===== src/rtl/ifu_fetch_sequencer.sv =====
// Instruction fetch sequencer: owns the PC, requests words from instruction
// memory, hands them to the control path and resolves the next PC on accept.
module ifu_fetch_sequencer #(
  parameter logic [31:0] RESET_PC   = 32'h0000_0000,
  parameter int unsigned WAIT_LIMIT = 16,
  parameter int unsigned CNT_W      = 32
) (
  input  logic             clock,
  input  logic             start,
  input  logic             branch,
  input  logic             zero,
  input  logic             jump,
  input  logic             halt,
  input  logic             instr_ready,
  input  logic             imem_ready,
  input  logic [31:0]      imem_rdata,
  output logic             imem_req,
  output logic [31:0]      imem_addr,
  output logic             instr_valid,
  output logic [31:0]      instruction,
  output logic [31:0]      pc,
  output logic [CNT_W-1:0] fetch_count,
  output logic             halted,
  output logic             fetch_timeout
);

  localparam int unsigned WAIT_W = (WAIT_LIMIT > 1) ? $clog2(WAIT_LIMIT) : 1;

  localparam logic [1:0] S_IDLE   = 2'd0;
  localparam logic [1:0] S_FETCH  = 2'd1;
  localparam logic [1:0] S_VALID  = 2'd2;
  localparam logic [1:0] S_HALTED = 2'd3;

  logic [1:0]        state;
  logic [1:0]        state_nx;
  logic [WAIT_W-1:0] wait_cnt;
  logic              accept_c;
  logic              wait_expired_c;
  logic [31:0]       pc_plus4;
  logic [31:0]       br_off;
  logic [31:0]       pc_next;

  assign imem_addr = pc;

  // State register; start low at an edge returns the sequencer to IDLE.
  always_ff @(posedge clock) begin
    if (!start) begin
      state <= S_IDLE;
    end else begin
      state <= state_nx;
    end
  end

  // Next-state decode, accept detection and fetch-timeout detection.
  always_comb begin
    state_nx       = state;
    accept_c       = 1'b0;
    wait_expired_c = 1'b0;
    case (state)
      S_IDLE: begin
        state_nx = S_FETCH;
      end
      S_FETCH: begin
        if (imem_ready) begin
          state_nx = S_VALID;
        end else if (wait_cnt == WAIT_W'(WAIT_LIMIT - 1)) begin
          wait_expired_c = 1'b1;
          state_nx       = S_HALTED;
        end
      end
      S_VALID: begin
        if (instr_ready) begin
          accept_c = 1'b1;
          state_nx = halt ? S_HALTED : S_FETCH;
        end
      end
      default: begin
        state_nx = state;
      end
    endcase
  end

  // Next PC: jump wins over a taken branch, which wins over sequential.
  always_comb begin
    pc_plus4 = pc + 32'd4;
    br_off   = {{14{instruction[15]}}, instruction[15:0], 2'b00};
    if (jump) begin
      pc_next = {pc_plus4[31:28], instruction[25:0], 2'b00};
    end else if (branch && zero) begin
      pc_next = pc_plus4 + br_off;
    end else begin
      pc_next = pc_plus4;
    end
  end

  // Datapath registers and registered status outputs decoded from next state.
  always_ff @(posedge clock) begin
    if (!start) begin
      pc            <= RESET_PC;
      instruction   <= '0;
      fetch_count   <= '0;
      wait_cnt      <= '0;
      fetch_timeout <= 1'b0;
      imem_req      <= 1'b0;
      instr_valid   <= 1'b0;
      halted        <= 1'b0;
    end else begin
      imem_req    <= (state_nx == S_FETCH);
      instr_valid <= (state_nx == S_VALID);
      halted      <= (state_nx == S_HALTED);
      if (state == S_FETCH) begin
        if (imem_ready) begin
          instruction <= imem_rdata;
          wait_cnt    <= '0;
        end else if (wait_expired_c) begin
          wait_cnt      <= '0;
          fetch_timeout <= 1'b1;
        end else begin
          wait_cnt <= wait_cnt + WAIT_W'(1);
        end
      end
      if (accept_c) begin
        fetch_count <= fetch_count + CNT_W'(1);
        pc          <= pc_next;
      end
    end
  end

endmodule

===== config.mk =====
export PLATFORM = sky130hd
export DESIGN_NAME = ifu_fetch_sequencer
export DESIGN_NICKNAME = d
export VERILOG_FILES = /design/src/rtl/ifu_fetch_sequencer.sv
export SDC_FILE = /design/constraint.sdc
export NUM_CORES = 1
export LEC_CHECK = 0
export CORE_UTILIZATION = 40
export DETAILED_ROUTE_END_ITERATION = 6
export PLACE_DENSITY_LB_ADDON = 0.15
export SLEW_MARGIN = 40
export SYNTH_ARGS = -nofsm -noshare
export SYNTH_HDL_FRONTEND = slang
export SYNTH_SLANG_ARGS = --single-unit

===== constraint.sdc =====
create_clock -name clock -period 6.5 [get_ports clock]
set_clock_uncertainty 0.05 [all_clocks]
set_input_delay 1.95 -clock clock [delete_from_list [all_inputs] [get_ports clock]]
set_output_delay 1.95 -clock clock [all_outputs]
set_load 0.01 [all_outputs]

==> metrics, run 1 <==
status=finished with violations; violated checks=DRC; crit-path max cell delay=0.47 ns; Root Driver=sky130_fd_sc_hd__clkbuf_16; mean area per synthesized cell=7.66 sq um; wire length of the first global-routing pass=31100 um; Clock Sink Count=104; vias in the first global route=around 5900; worst setup margin=~1.9 ns; Yosys warning count=0; final hold slack=0.407 ns; endpoints failing setup=0; number of top-level pins=172; number of buffers created by CTS=9; Tot GR Track Use=22.4%; final WL=19300 um; Yosys cell types=65; register bit total from synthesis=104; classification of the worst setup path=flip-flop to flip-flop; overall power consumption=0.00141 W; Worst-path clk slew=0.07 ns; data required time at the worst endpoint=6.73 ns; Routed wire per std cell=15.9 um; netlist area before placement=6690 sq um; number of nets in the finished design=1069; cell seen most often among critical-path stages=sky130_fd_sc_hd__mux2i_1; Relative slew margins=about half; minimum clock period after layout=4.64 ns; Setup TNS Final=0 ns; final-report hold violation count=0; most used flip-flop cell after synthesis=sky130_fd_sc_hd__dfxtp_1; number of buffers on the longest clock path=2; peak clock frequency supported by timing=216 MHz; cell breakdown of the critical path=nand4_2 -> or4_4 -> nor3_1 -> and4_1 -> nand2_1 -> xnor2_1 -> ha_1 -> a2111o_1 -> o22ai_1 -> o21ai_0 -> a21oi_1 -> o2111ai_1 -> nand3_1 -> nor3b_1 -> mux2i_1 -> mux2i_1; launching element type of the critical path=flip-flop; share of flip-flops with an asynchronous set or reset=0%; CTS tree=built; Starting DRT DRC Count=406; I/O Buffers=167; pre-CTS worst setup slack=1.57 ns; combined area of the multi-input logic cells=4150 sq um; Via-to-Cell Ratio=~5.2; post-synthesis to final-layout area growth=28.4%; maximum number of pins on one net before global-route repair=between 80 and 90; class of the worst hold path=flip-flop to flip-flop; Slew Viols, Final=0; slowest stage cell on the critical path=sky130_fd_sc_hd__dfxtp_1; area after detailed placement=roughly 8300 sq um; grt total ovfl=0; overall die height=131 um; Residual DRC=2; final weighted congestion in routability-driven placement=0.917; area of the die=17300 sq um; sequential area share after synthesis=just over 30%; Fill cells=1617; initial core utilization=41.5%; static power due to leakage=3.27 nW; Die Span X=131 um; unrepaired setup endpoints after global routing=false; Detailed Routing Iterations Pass 1=7; # Post-CTS Setup Buffers=0; number of antenna violations at the first check in global routing=0; actual transition at the worst max-transition pin=0.736 ns; count of flip-flops with a built-in enable after synthesis=0; fraction of layout instances using a drive strength above 1=3.72%; capturing element type of the critical path=flip-flop; most frequent cells in the layout=sky130_fd_sc_hd__clkdlybuf4s50_1, sky130_fd_sc_hd__nand2_1, sky130_fd_sc_hd__dfxtp_1; post-cts hold buffer count=0; antenna diode count=0; Mapped Cells=just under 900; CTS H-tree depth=3; worst path arrival time=4.87 ns; final antenna-violating net count=0; Detailed Place HPWL=13700 um; maximum vdd ir drop=0.000133 V; Std-Cell Rows=46; most common cell after layout, fill and taps aside=sky130_fd_sc_hd__clkdlybuf4s50_1; source-to-sink clock delay at the later pin of the worst-skew pair=0.35 ns; post-route cell area=roughly 8600 sq um; Via Count=around 6300; post-cts resize count=0; critical-path maximum fanout=7; power density normalized to cell area=around 160 nW/um^2; count of maximum capacitance violations=0; flip-flop and latch area=around 2100 sq um; post-route clock period utilization=71.4%; area of the core region=16100 sq um
==> flip-flops by register name (all words and copies together) (netlist names) <==
register       flops
fetch_count       32
instruction       32
imem_addr         30
wait_cnt           4
state              2
fetch_timeout      1
halted             1
imem_req           1
instr_valid        1
==> critical path: cells and delay by family, from the launching register on <==
family / cells / cell delay (ns)
flops: 1 / 0.47
compound gates: 5 / 1.25
simple gates: 7 / 1.92
mux: 2 / 0.44
fa+ha+maj: 1 / 0.27
xor+xnor: 1 / 0.19
==> through the flow <==
stage,std cells,util (%)
after floorplan,877,-
after global placement,1194,51.5
after detailed placement,1194,51.5
after CTS,1210,53.3
after global routing,1210,53.3
final,1210,53.3
==> routing by layer <==
| layer | global-route usage, % | vias up | wire length (um) |
|---|---|---|---|
| met5 | 0 | - | 0 |
| met4 | 7.49 | 0 | 320 |
| met3 | 4.63 | 27 | 1200 |
| met2 | 36.0 | 177 | 8560 |
| met1 | 29.6 | 2899 | 9170 |
| li1 | - | 3227 | - |
==> synth_stat cells (all sizes together) (3+ instances only) <==
cell      n  share of area (%)
a211oi    9                1.0
a21o     16                1.8
a21oi    83                6.2
a311oi    3               0.39
a31oi     3               0.28
and2     11                1.0
and3     13                1.2
and4      7               0.92
buf      37                4.0
clkbuf   38                2.1
dfxtp   104                 31
ha       39                7.3
inv      19                1.1
mux2i     3               0.45
nand2   146                8.2
nand2b    6               0.56
nand3    30                2.3
nand4    19                1.9
nor2     91                5.2
nor3      9               0.75
o211ai   15                1.7
o21ai    35                2.6
o21bai    8               0.90
o31a      3               0.39
o31ai     4               0.45
or3       3               0.28
xnor2    43                5.6
xor2     39                5.1
==> power breakdown <==
part | leakage [nW] | internal (W) | switching [W]
combinational | 2.29 | 0.0000951 | 0.000113
sequential | 0.842 | 0.000654 | 0.0000205
clock | 0.138 | 0.000264 | 0.000262
total | 3.27 | 0.00101 | 0.000395
==> cells by family after synthesis <==
group,Yosys count,synth area share (%)
simple gates,345,23.7
compound gates,205,19.1
flops,104,31.1
other cells,1,0.0560
buf+inv,94,7.22
mux,3,0.449
xor+xnor,82,10.7
fa+ha+maj,40,7.59
==> path summary, 6_finish.rpt <==
kind                    from              end  slack [ns]  cells past startpoint
max             imem_addr[6]    imem_addr[31]        1.86                     16
min          instruction[31]  instruction[31]        0.41                      2
max reg2reg     imem_addr[6]    imem_addr[31]        1.86                     16
min reg2reg  instruction[31]  instruction[31]        0.41                      2
==> final cells by class <==
class                           instances  share of cell area [%]
Clock buffer                            9                    2.62
Tap cell                              216                    3.15
Multi-Input combinational cell        679                    48.3
Sequential cell                       104                    24.2
Inverter                               19                   0.830
Timing Repair Buffer                  176                    20.3
Clock inverter                          7                   0.641
(Power assumes the default switching activity.)
==> run 2, diff against run 1 <==
- clock period: 6.5 -> 4.45 ns (I/O delays scaled with it)
==> run 2 against run 1 <==
  * The flow now finishes without violations
  * Sequential cell count is the same
  * First-iteration DRC count shrank 2.2%
  * Sequential power grew 46%
  * Fmax grew 9.9%
  * Design area grew 1.6%
  * Cell count grew 1.3%
  * Critical path depth grew 4
  * Non-clock buffer count grew 16
==> metrics, run 2 (synthesis results as in run 1) <==
area of the core region=16100 sq um (unchanged); grt total ovfl=0 (unchanged); wire length of the first global-routing pass=32200 um (+3.6%); number of nets in the finished design=1085 (+1.5%); final hold slack=0.406 ns (-0.00103 ns); Starting DRT DRC Count=397 (-2.2%); Worst-path clk slew=0.08 ns (about the same); Die Span X=131 um (unchanged); number of standard cells in the layout, taps in and fillers out=1226 (+1.3%); final weighted congestion in routability-driven placement=0.949 (+3.4%); Root Driver=sky130_fd_sc_hd__clkbuf_16; minimum clock period after layout=4.22 ns (-0.418 ns); CTS tree=built; Std-Cell Rows=46 (unchanged); initial core utilization=41.5% (unchanged); Routed wire per std cell=16.6 um (+4.6%); fraction of layout instances using a drive strength above 1=5.45% (+1.7 points); capturing element type of the critical path=flip-flop; Relative slew margins=46.5% (-4.4 points); Clock Sink Count=104 (unchanged); status=finished clean; static power due to leakage=3.36 nW (+2.8%); Slew Viols, Final=0 (unchanged); number of top-level pins=172 (unchanged); area of the die=17300 sq um (unchanged); Post-Place Cells=1209 (+1.3%); launching element type of the critical path=flip-flop; count of maximum capacitance violations=0 (unchanged); endpoints failing setup=0 (unchanged); worst path arrival time=4.47 ns (-0.40 ns); number of buffers created by CTS=9 (unchanged); I/O Buffers=167 (unchanged); WHS Path Cells=2 (unchanged); pre-CTS worst setup slack=0.249 ns (-1.33 ns); post-synthesis to final-layout area growth=30.5%; vias in the first global route=6062 (+2.3%); critical-path maximum fanout=6 (-1); unrepaired setup endpoints after global routing=true; maximum number of pins on one net before global-route repair=60 (-30%); Detailed Routing Iterations Pass 1=5 (-2); number of antenna violations at the first check in global routing=0 (unchanged); most frequent cells in the layout=sky130_fd_sc_hd__clkdlybuf4s50_1, sky130_fd_sc_hd__nand2_1, sky130_fd_sc_hd__dfxtp_1; most common cell after layout, fill and taps aside=sky130_fd_sc_hd__clkdlybuf4s50_1; class of the worst hold path=flip-flop to flip-flop; classification of the worst setup path=flip-flop to flip-flop; peak clock frequency supported by timing=237 MHz (+9.9%); source-to-sink clock delay at the later pin of the worst-skew pair=0.36 ns (about the same); final WL=20400 um (+5.9%); data required time at the worst endpoint=4.70 ns (-2.03 ns); maximum vdd ir drop=0.000175 V (+31%); post-route clock period utilization=94.9% (+23 points); number of buffers on the longest clock path=2 (unchanged); Via Count=6453 (+1.9%); actual transition at the worst max-transition pin=0.802 ns (+0.0653 ns); post-cts hold buffer count=0 (unchanged); final antenna-violating net count=0 (unchanged); final-report hold violation count=0 (unchanged); power density normalized to cell area=241 nW/um^2 (+47%); Residual DRC=0 (-2); worst reg-to-reg path cell count=20 (+4); Via-to-Cell Ratio=5.26 (+0.61%); Tot GR Track Use=23.5% (+1.2 points); overall die height=131 um (unchanged); CTS H-tree depth=3 (unchanged); antenna diode count=0 (unchanged); Setup TNS Final=0 ns (unchanged); Detailed Place HPWL=14900 um (+8.6%); worst setup margin=0.229 ns (-1.63 ns)
-- run 2: cell type report --
class                   instances  area, sq um
multi-input cells             679         4150
repair buffers                192         1860
inverters                      19         71.3
well taps                     216          270
fillers                      1576         7390
clock inverters                 6         62.6
flip-flops and latches        104         2080
clock buffers                  10          229
-- run 2: critical path: stages (launching register included) --
cell and delay (ns):
sky130_fd_sc_hd__dfxtp_1 0.44, sky130_fd_sc_hd__inv_1 0.06, sky130_fd_sc_hd__or4_4 0.53, sky130_fd_sc_hd__or2_4 0.28, sky130_fd_sc_hd__nor2_4 0.12, sky130_fd_sc_hd__nand3_2 0.16
sky130_fd_sc_hd__nor2_1 0.15, sky130_fd_sc_hd__xor2_1 0.22, sky130_fd_sc_hd__ha_1 0.31, sky130_fd_sc_hd__buf_4 0.18, sky130_fd_sc_hd__nand4_1 0.09, sky130_fd_sc_hd__o22ai_1 0.09
sky130_fd_sc_hd__o22ai_1 0.21, sky130_fd_sc_hd__o21ai_0 0.11, sky130_fd_sc_hd__a21oi_1 0.18, sky130_fd_sc_hd__buf_4 0.16, sky130_fd_sc_hd__o211ai_1 0.13, sky130_fd_sc_hd__a41oi_1 0.30
sky130_fd_sc_hd__xnor2_1 0.15, sky130_fd_sc_hd__nand2_1 0.07, sky130_fd_sc_hd__a21oi_1 0.15
-- run 2: per-stage QoR --
stage	area [sq um]	utilization (%)	power, W
floorplan	6700	-	0.00117
global placement	8410	52.2	0.00132
detailed placement	8410	52.2	0.00132
CTS	8700	54.0	0.00212
global route	8730	54.2	0.00219
finish	8730	54.2	0.00210
-- run 2: repair_timing --
item / in CTS / in global routing
setup buffers: 0 / 1
gates resized for setup: 0 / 4
endpoints found under the setup margin: 0 / 5
-- run 2: power breakdown --
group          leakage (nW)  internal, W  total, W  switching, W
clock network         0.143     0.000397  0.000803      0.000407
logic                  2.38     0.000143  0.000311      0.000168
registers             0.843     0.000956  0.000987     0.0000313
-- run 2: final timing paths --
| check | from | to | slack, ns |
|---|---|---|---|
| worst max-delay path | imem_addr[10] | imem_addr[29] | 0.23 |
| worst min-delay path | instruction[29] | instruction[29] | 0.41 |
| worst max register to register | imem_addr[10] | imem_addr[29] | 0.23 |
| worst min register to register | instruction[29] | instruction[29] | 0.41 |
-- run 2: routing by layer --
layer	GRT usage [%]	wire length, um	up-vias
met5	0	0	-
met4	5.62	205	0
met3	5.48	1420	16
met2	38.2	9240	196
met1	31.4	9530	2983
li1	-	-	3258
==> run 3, diff against run 2 <==
- clock period: 4.45 -> 4.15 ns (I/O delays scaled with it)
==> run 3 against run 2 <==
  * Combinational power up 11%
  * Clock power up 5.5%
  * Critical path depth decreased by 2
  * Worst hold slack got worse by 0.0012 ns
  * Design area increased by 1.9%
  * Via count decreased by 0.12%
  * Die area did not move
  * Total power is 6.9% higher
  * Routed wire length shrank 0.81%
  * Sequential power grew 7%
  * Fmax increased by 6.0%
  * Setup slack worse by 0.062 ns
==> metrics, run 3 (synthesis results as in run 1) <==
status=finished clean; critical-path maximum fanout=5 (-1); Post-Place Cells=1227 (+1.5%); number of buffers created by CTS=9 (unchanged); overall die height=131 um (unchanged); number of nets in the finished design=1103 (+1.7%); Detailed Place HPWL=14500 um (-2.3%); Slew Viols, Final=0 (unchanged); pre-CTS worst setup slack=0.0270 ns (-0.222 ns); Tot GR Track Use=23.5% (-0.054 points); worst path arrival time=4.18 ns (-0.29 ns); number of top-level pins=172 (unchanged); final-report hold violation count=0 (unchanged); crit-path max cell delay=0.55 ns (+0.02 ns); vias in the first global route=6061 (-0.016%); Finished Core Util=55.2% (+1.1 points); Die Span X=131 um (unchanged); grt total ovfl=0 (unchanged); maximum vdd ir drop=0.000286 V (+63%); number of antenna violations at the first check in global routing=0 (unchanged); actual transition at the worst max-transition pin=0.644 ns (-0.158 ns); cell breakdown of the critical path=inv_1 -> or4_4 -> or2_4 -> nor2_4 -> nand3_2 -> nor2_1 -> xor2_1 -> ha_1 -> a2111o_1 -> o22ai_1 -> o21ai_0 -> a21oi_1 -> buf_4 -> o211ai_1 -> a21oi_1 -> xor2_1 -> o21ai_1 -> o2bb2ai_1; number of buffers on the longest clock path=2 (unchanged); family of cells with the greatest summed delay on the critical path=compound AO/OA/AOI/OAI gates; worst setup margin=0.167 ns (-0.0619 ns); number of standard cells in the layout, taps in and fillers out=1244 (+1.5%); Sequential Power Share=47.0% (about the same); final antenna-violating net count=0 (unchanged); Sw Share=28.1% (-0.71 points); Routed wire per std cell=16.3 um (-2.2%); CTS tree=built; wire length of the first global-routing pass=32400 um (+0.49%); I/O Buffers=167 (unchanged); post-synthesis to final-layout area growth=33.0%; endpoints failing setup=0 (unchanged); Clock Sink Count=104 (unchanged); part of the total power dissipated in combinational logic=15.3% (+0.5 points); launching element type of the critical path=flip-flop; Root Driver=sky130_fd_sc_hd__clkbuf_16; Detailed Routing Iterations Pass 1=4 (-1); Fill cells=1576 (unchanged); Via Count=6445 (-0.12%); source-to-sink clock delay at the later pin of the worst-skew pair=0.36 ns (about the same); data required time at the worst endpoint=4.34 ns (-0.36 ns); CTS H-tree depth=3 (unchanged); classification of the worst setup path=flip-flop to flip-flop; peak clock frequency supported by timing=251 MHz (+6.0%); maximum number of pins on one net before global-route repair=86 (+43%); switching power=0.000632 W (+4.3%); minimum clock period after layout=3.98 ns (-0.238 ns); capturing element type of the critical path=flip-flop; most frequent cells in the layout=sky130_fd_sc_hd__clkdlybuf4s50_1, sky130_fd_sc_hd__nand2_1, sky130_fd_sc_hd__dfxtp_1; most common cell after layout, fill and taps aside=sky130_fd_sc_hd__clkdlybuf4s50_1; static power due to leakage=3.47 nW (+3.0%); antenna diode count=0 (unchanged); area of the die=17300 sq um (unchanged); Via-to-Cell Ratio=5.18 (-1.6%); count of maximum capacitance violations=0 (unchanged); final weighted congestion in routability-driven placement=0.949 (about the same); final WL=20200 um (-0.81%); slowest stage cell on the critical path=sky130_fd_sc_hd__or4_4; Starting DRT DRC Count=375 (-5.5%); fraction of layout instances using a drive strength above 1=7.59% (+2.1 points); setup slack of the most critical reg-to-reg path=0.17 ns (-0.06 ns); area after detailed placement=8570 sq um (+1.9%); Relative slew margins=57.1% (+11 points); post-cts hold buffer count=0 (unchanged); Std-Cell Rows=46 (unchanged); Buf/Inv on CP=2 (-1); post-route clock period utilization=96.0% (+1.1 points); Internal Dissipation=0.00162 W (+8.0%); Worst-path clk slew=0.07 ns (about the same); share of power burned in the clock network=37.7% (-0.5 points); post-route cell area=8900 sq um (+1.9%); unrepaired setup endpoints after global routing=true; class of the worst hold path=flip-flop to flip-flop; initial core utilization=41.5% (unchanged); Residual DRC=0 (unchanged); power density normalized to cell area=252 nW/um^2 (+4.9%); area of the core region=16100 sq um (unchanged)
==> run 3: changes by cell type in the layout (fill, tap and decap cells not counted), sizes merged <==
cell,before,now
clkinv,2,1
clkinvlp,0,2
clkbuf,10,11
buf,25,43
inv,23,21
==> run 3: metal layers <==
| layer | global-route usage, % | vias up | part of all wire (%) |
|---|---|---|---|
| met5 | 0 | - | 0 |
| met4 | 6.78 | 0 | 1.6 |
| met3 | 6.48 | 23 | 6.5 |
| met2 | 36.4 | 183 | 43 |
| met1 | 31.6 | 2951 | 49 |
| li1 | - | 3288 | - |
==> run 3: per-stage QoR <==
stage | hold WS [ns] | total power, W | TNS, ns
global route | 0.431 | 0.00235 | -0.0800
detailed placement | 0.400 | 0.00142 | 0
global placement | 0.392 | 0.00142 | 0
CTS | 0.411 | 0.00227 | 0
finish | 0.405 | 0.00225 | 0
floorplan | 0.413 | 0.00126 | 0
==> run 3: area by class of cell <==
| cell class | instances | area (sq um) | area share, % |
|---|---|---|---|
| multi-input cells | 679 | 4170 | 46.9 |
| flip-flops and latches | 104 | 2090 | 23.4 |
| repair buffers | 210 | 2020 | 22.7 |
| well taps | 216 | 270 | 3.04 |
| clock buffers | 11 | 243 | 2.73 |
| inverters | 19 | 71.3 | 0.801 |
| clock inverters | 5 | 40.0 | 0.450 |
==> run 3: worst paths after layout <==
path,start,end,cells past startpoint
worst max-delay path,imem_addr[9],imem_addr[27],18
worst min register to register,instruction[31],instruction[31],2
worst max register to register,imem_addr[9],imem_addr[27],18
worst min-delay path,instruction[31],instruction[31],2
==> run 3: power groups by stage <==
| stage | clock (W) | combinational [W] | sequential [W] |
|---|---|---|---|
| global placement | 0 | 0.000342 | 0.00108 |
| finish | 0.000847 | 0.000344 | 0.00106 |
| global route | 0.000912 | 0.000376 | 0.00106 |
| CTS | 0.000873 | 0.000342 | 0.00106 |
| floorplan | 0 | 0.000174 | 0.00109 |
| detailed placement | 0 | 0.000340 | 0.00108 |
==> run 3: what timing repair did <==
item / CTS / global route
endpoints found under the setup margin: 1 / 7
resized for setup: 1 / 10
setup buffers: 0 / 1
pin swaps: 0 / 2
==> run 3: worst reg2reg max path, stage by stage (launching register included) <==
cell and delay [ns]:
sky130_fd_sc_hd__dfxtp_2 0.34, sky130_fd_sc_hd__inv_1 0.07, sky130_fd_sc_hd__or4_4 0.55, sky130_fd_sc_hd__or2_4 0.29
sky130_fd_sc_hd__nor2_4 0.12, sky130_fd_sc_hd__nand3_2 0.09, sky130_fd_sc_hd__nor2_1 0.12, sky130_fd_sc_hd__xor2_1 0.20
sky130_fd_sc_hd__ha_1 0.32, sky130_fd_sc_hd__a2111o_1 0.39, sky130_fd_sc_hd__o22ai_1 0.19, sky130_fd_sc_hd__o21ai_0 0.10
sky130_fd_sc_hd__a21oi_1 0.17, sky130_fd_sc_hd__buf_4 0.16, sky130_fd_sc_hd__o211ai_1 0.14, sky130_fd_sc_hd__a21oi_1 0.19
sky130_fd_sc_hd__xor2_1 0.17, sky130_fd_sc_hd__o21ai_1 0.08, sky130_fd_sc_hd__o2bb2ai_1 0.13
==> edit (flow settings as in run 2) <==
Set the parameter `WAIT_LIMIT` to 32 (it was 16).
--- a/src/rtl/ifu_fetch_sequencer.sv
+++ b/src/rtl/ifu_fetch_sequencer.sv
@@ -2,7 +2,7 @@
 // memory, hands them to the control path and resolves the next PC on accept.
 module ifu_fetch_sequencer #(
   parameter logic [31:0] RESET_PC   = 32'h0000_0000,
-  parameter int unsigned WAIT_LIMIT = 16,
+  parameter int unsigned WAIT_LIMIT = 32,
   parameter int unsigned CNT_W      = 32
 ) (
   input  logic             clock,
Behaviour: no difference found for any inputs over 4 cycles, from zero or initial values; that may be too few to reach the edited logic, so the function may still have changed.
==> edit against run 2 <==
  * Synthesized area increased by 4.9%
  * Maximum frequency increased by 5.4%
  * Sequential cell count increased by 1
  * Worst setup slack improved by 210 ps
  * Wire length decreased by 1.8%
  * Global-route usage decreased by 0.89 points
  * Sequential power increased by 0.5%
  * Sequential share of layout area decreased by 0.56 points
  * Design area increased by 3.5%
  * Power increased by 1.7%
  * Critical path type unchanged
  * Largest power group unchanged
==> edit: results (changes against run 2) <==
* Reg2Reg Depth at 17 (-15%)
* DRT Pass-1 Iters at 5 (unchanged)
* Post-DP Area at 8700 µm² (+3.4%)
* CTS H-Tree Depth at 3 (unchanged)
* 1st-iter DRT viols at 330 (-17%)
* Xor/xnor cell area share of the yosys netlist at 9.36% (-1.4 points)
* Hold Crit Class: reg -> reg
* Pre-CTS setup slack at 375 ps (+126 ps)
* Fin cells at 1247 (+1.7%)
* Share of cells above drive strength 1 at 6.56% (+1.1 points)
* HPWL after DPL at 14900 µm (+0.56%)
* WL/cell at 16.1 µm (-3.5%)
* Critical R2R Launch: imem_addr[2]$_SDFFE_PN0P_
* Relative slew slack at 56.6% (+10 points)
* Average size of a mapped cell at 7.86 µm² (+2.7%)
* Setup Fix Bufs, Post-CTS at 0 (unchanged)
* Peak supply drop at 0.175 mV (-0.23%)
* Vias per cell at 5.28 (+0.28%)
* WP data arrival at 4250 ps (-220 ps)
* Antenna violations before repair at 2 (+2)
* Num CTS Buffers at 9 (unchanged)
* LEAKAGE at 3.49 nW (+3.7%)
* Critical Path Fanout Max at 11 (+5)
* Library cells used by synthesis at 67 (+3.1%)
* Multiplexer area fraction after synthesis at 0.428% (-0.021 points)
* Resized cells post-CTS at 0 (unchanged)
* Min-Delay Endpoint: instruction[31]$_SDFFE_PN0P_
* Setup tns final at 0 ps (unchanged)
* CP max-delay cell: dfxtp_1
* GRT Total Usage at 22.6% (-0.89 points)
* Filler Cell Count at 1682 (+6.7%)
* Sequential area share after synthesis at 29.9% (-1.2 points)
* Nets at 1097 (+1.1%)
* Synth warn at 0 (unchanged)
* Port Buf Inserts at 167 (unchanged)
* Adder-Cell Fraction of Synth Area at 7.42% (-0.18 points)
* CP max stage delay at 570 ps (+40 ps)
* Root buffer cell: clkbuf_16
* GP Congestion at 0.978 (+3.1%)
* Vias in the first global route at 6205 (+2.4%)
* R2R setup slack at 440 ps (+210 ps)
* Status: finished clean
* Top post-synthesis cells by count: nand2_1, dfxtp_1, xnor2_1
* Complex-gate fraction of the synthesized area at 20.8% (+1.7 points)
* First-pass GRT wire length at 32500 µm (+0.84%)
* Hold wc startpoint: instruction[31]$_SDFFE_PN0P_
* Pin count of the biggest net entering global routing at 41 (-32%)
* R2r endpoint: imem_addr[31]$_SDFFE_PN0P_
* CP top delay family: compound AO/OA/AOI/OAI gates
* Top cells by area, synth: dfxtp_1, nand2_1, ha_1
-- edit: cell count changes after synthesis, sizes merged, moves of 12 or more --
cell | before | now
a21boi | 1 | 44
a21oi | 83 | 42
and2 | 11 | 35
nand2 | 146 | 159
nor2 | 91 | 48
o21ai | 35 | 47
xnor2 | 43 | 55
xor2 | 39 | 20
-- edit: tightest hold or removal path: cells and delay by family, from the launching register on --
kind | cells | cell delay (ps)
flops | 1 | 310
simple gates | 1 | 50
compound gates | 1 | 60
-- edit: kinds of logic (layout without fill, tap and decap cells) --
group                    Yosys count  count (layout)
adder cells (fa/ha/maj)           41              41
AO/OA/AOI/OAI                    210             210
multiplexers                       3               3
flip-flops                       105             105
AND/OR/NAND/NOR                  373             373
XOR/XNOR                          75              75
other                              1               5
buffers and inverters             85             210
-- edit: stage by stage --
stage / power, mW / hold WS [ps] / utilization (%)
finish: 2.14 / 417 / 52.4
global route: 2.22 / 456 / 52.4
CTS: 2.16 / 422 / 52.3
detailed placement: 1.30 / 410 / 50.5
global placement: 1.30 / 404 / 50.5
floorplan: 1.17 / 438 / -
-- edit: power breakdown --
part | internal, mW | total (mW) | switching [mW]
Sequential | 0.962 | 0.992 | 0.0299
Clock | 0.452 | 0.859 | 0.407
Combinational | 0.135 | 0.285 | 0.150
Total | 1.55 | 2.14 | 0.587
-- edit: how the worst max path moves through the flow --
stage	endpoint	depth (start not counted)	from	slack [ps]
6_report	imem_addr[31]$_SDFFE_PN0P_	17	imem_addr[2]$_SDFFE_PN0P_	440
5_1_grt	imem_addr[31]$_SDFFE_PN0P_	18	imem_addr[10]$_SDFFE_PN0P_	50
4_1_cts	imem_addr[31]$_SDFFE_PN0P_	18	imem_addr[8]$_SDFFE_PN0P_	350
3_5_place_dp	imem_addr[31]$_SDFFE_PN0P_	18	imem_addr[8]$_SDFFE_PN0P_	380
3_3_place_gp	imem_addr[31]$_SDFFE_PN0P_	18	imem_addr[8]$_SDFFE_PN0P_	480
2_1_floorplan	imem_addr[31]$_SDFFE_PN0P_	17	imem_addr[8]$_SDFFE_PN0P_	690
-- edit: final cells by class --
class,instances,share of cell area (%)
repair buffers,183,19.8
well taps,225,3.12
clock inverters,7,1.07
diodes,1,0.0277
multi-input cells,706,49.8
flip-flops and latches,105,23.3
inverters,11,0.457
clock buffers,9,2.49
-- edit: metal layers --
layer  part of all wire (%)  global-route usage [%]  vias to the layer above
li1                       -                       -                     3324
met1                     49                    31.5                     3070
met2                     44                    35.1                      161
met3                    5.2                    4.24                       25
met4                    1.6                    7.30                        2
met5                  0.060                       0                        -
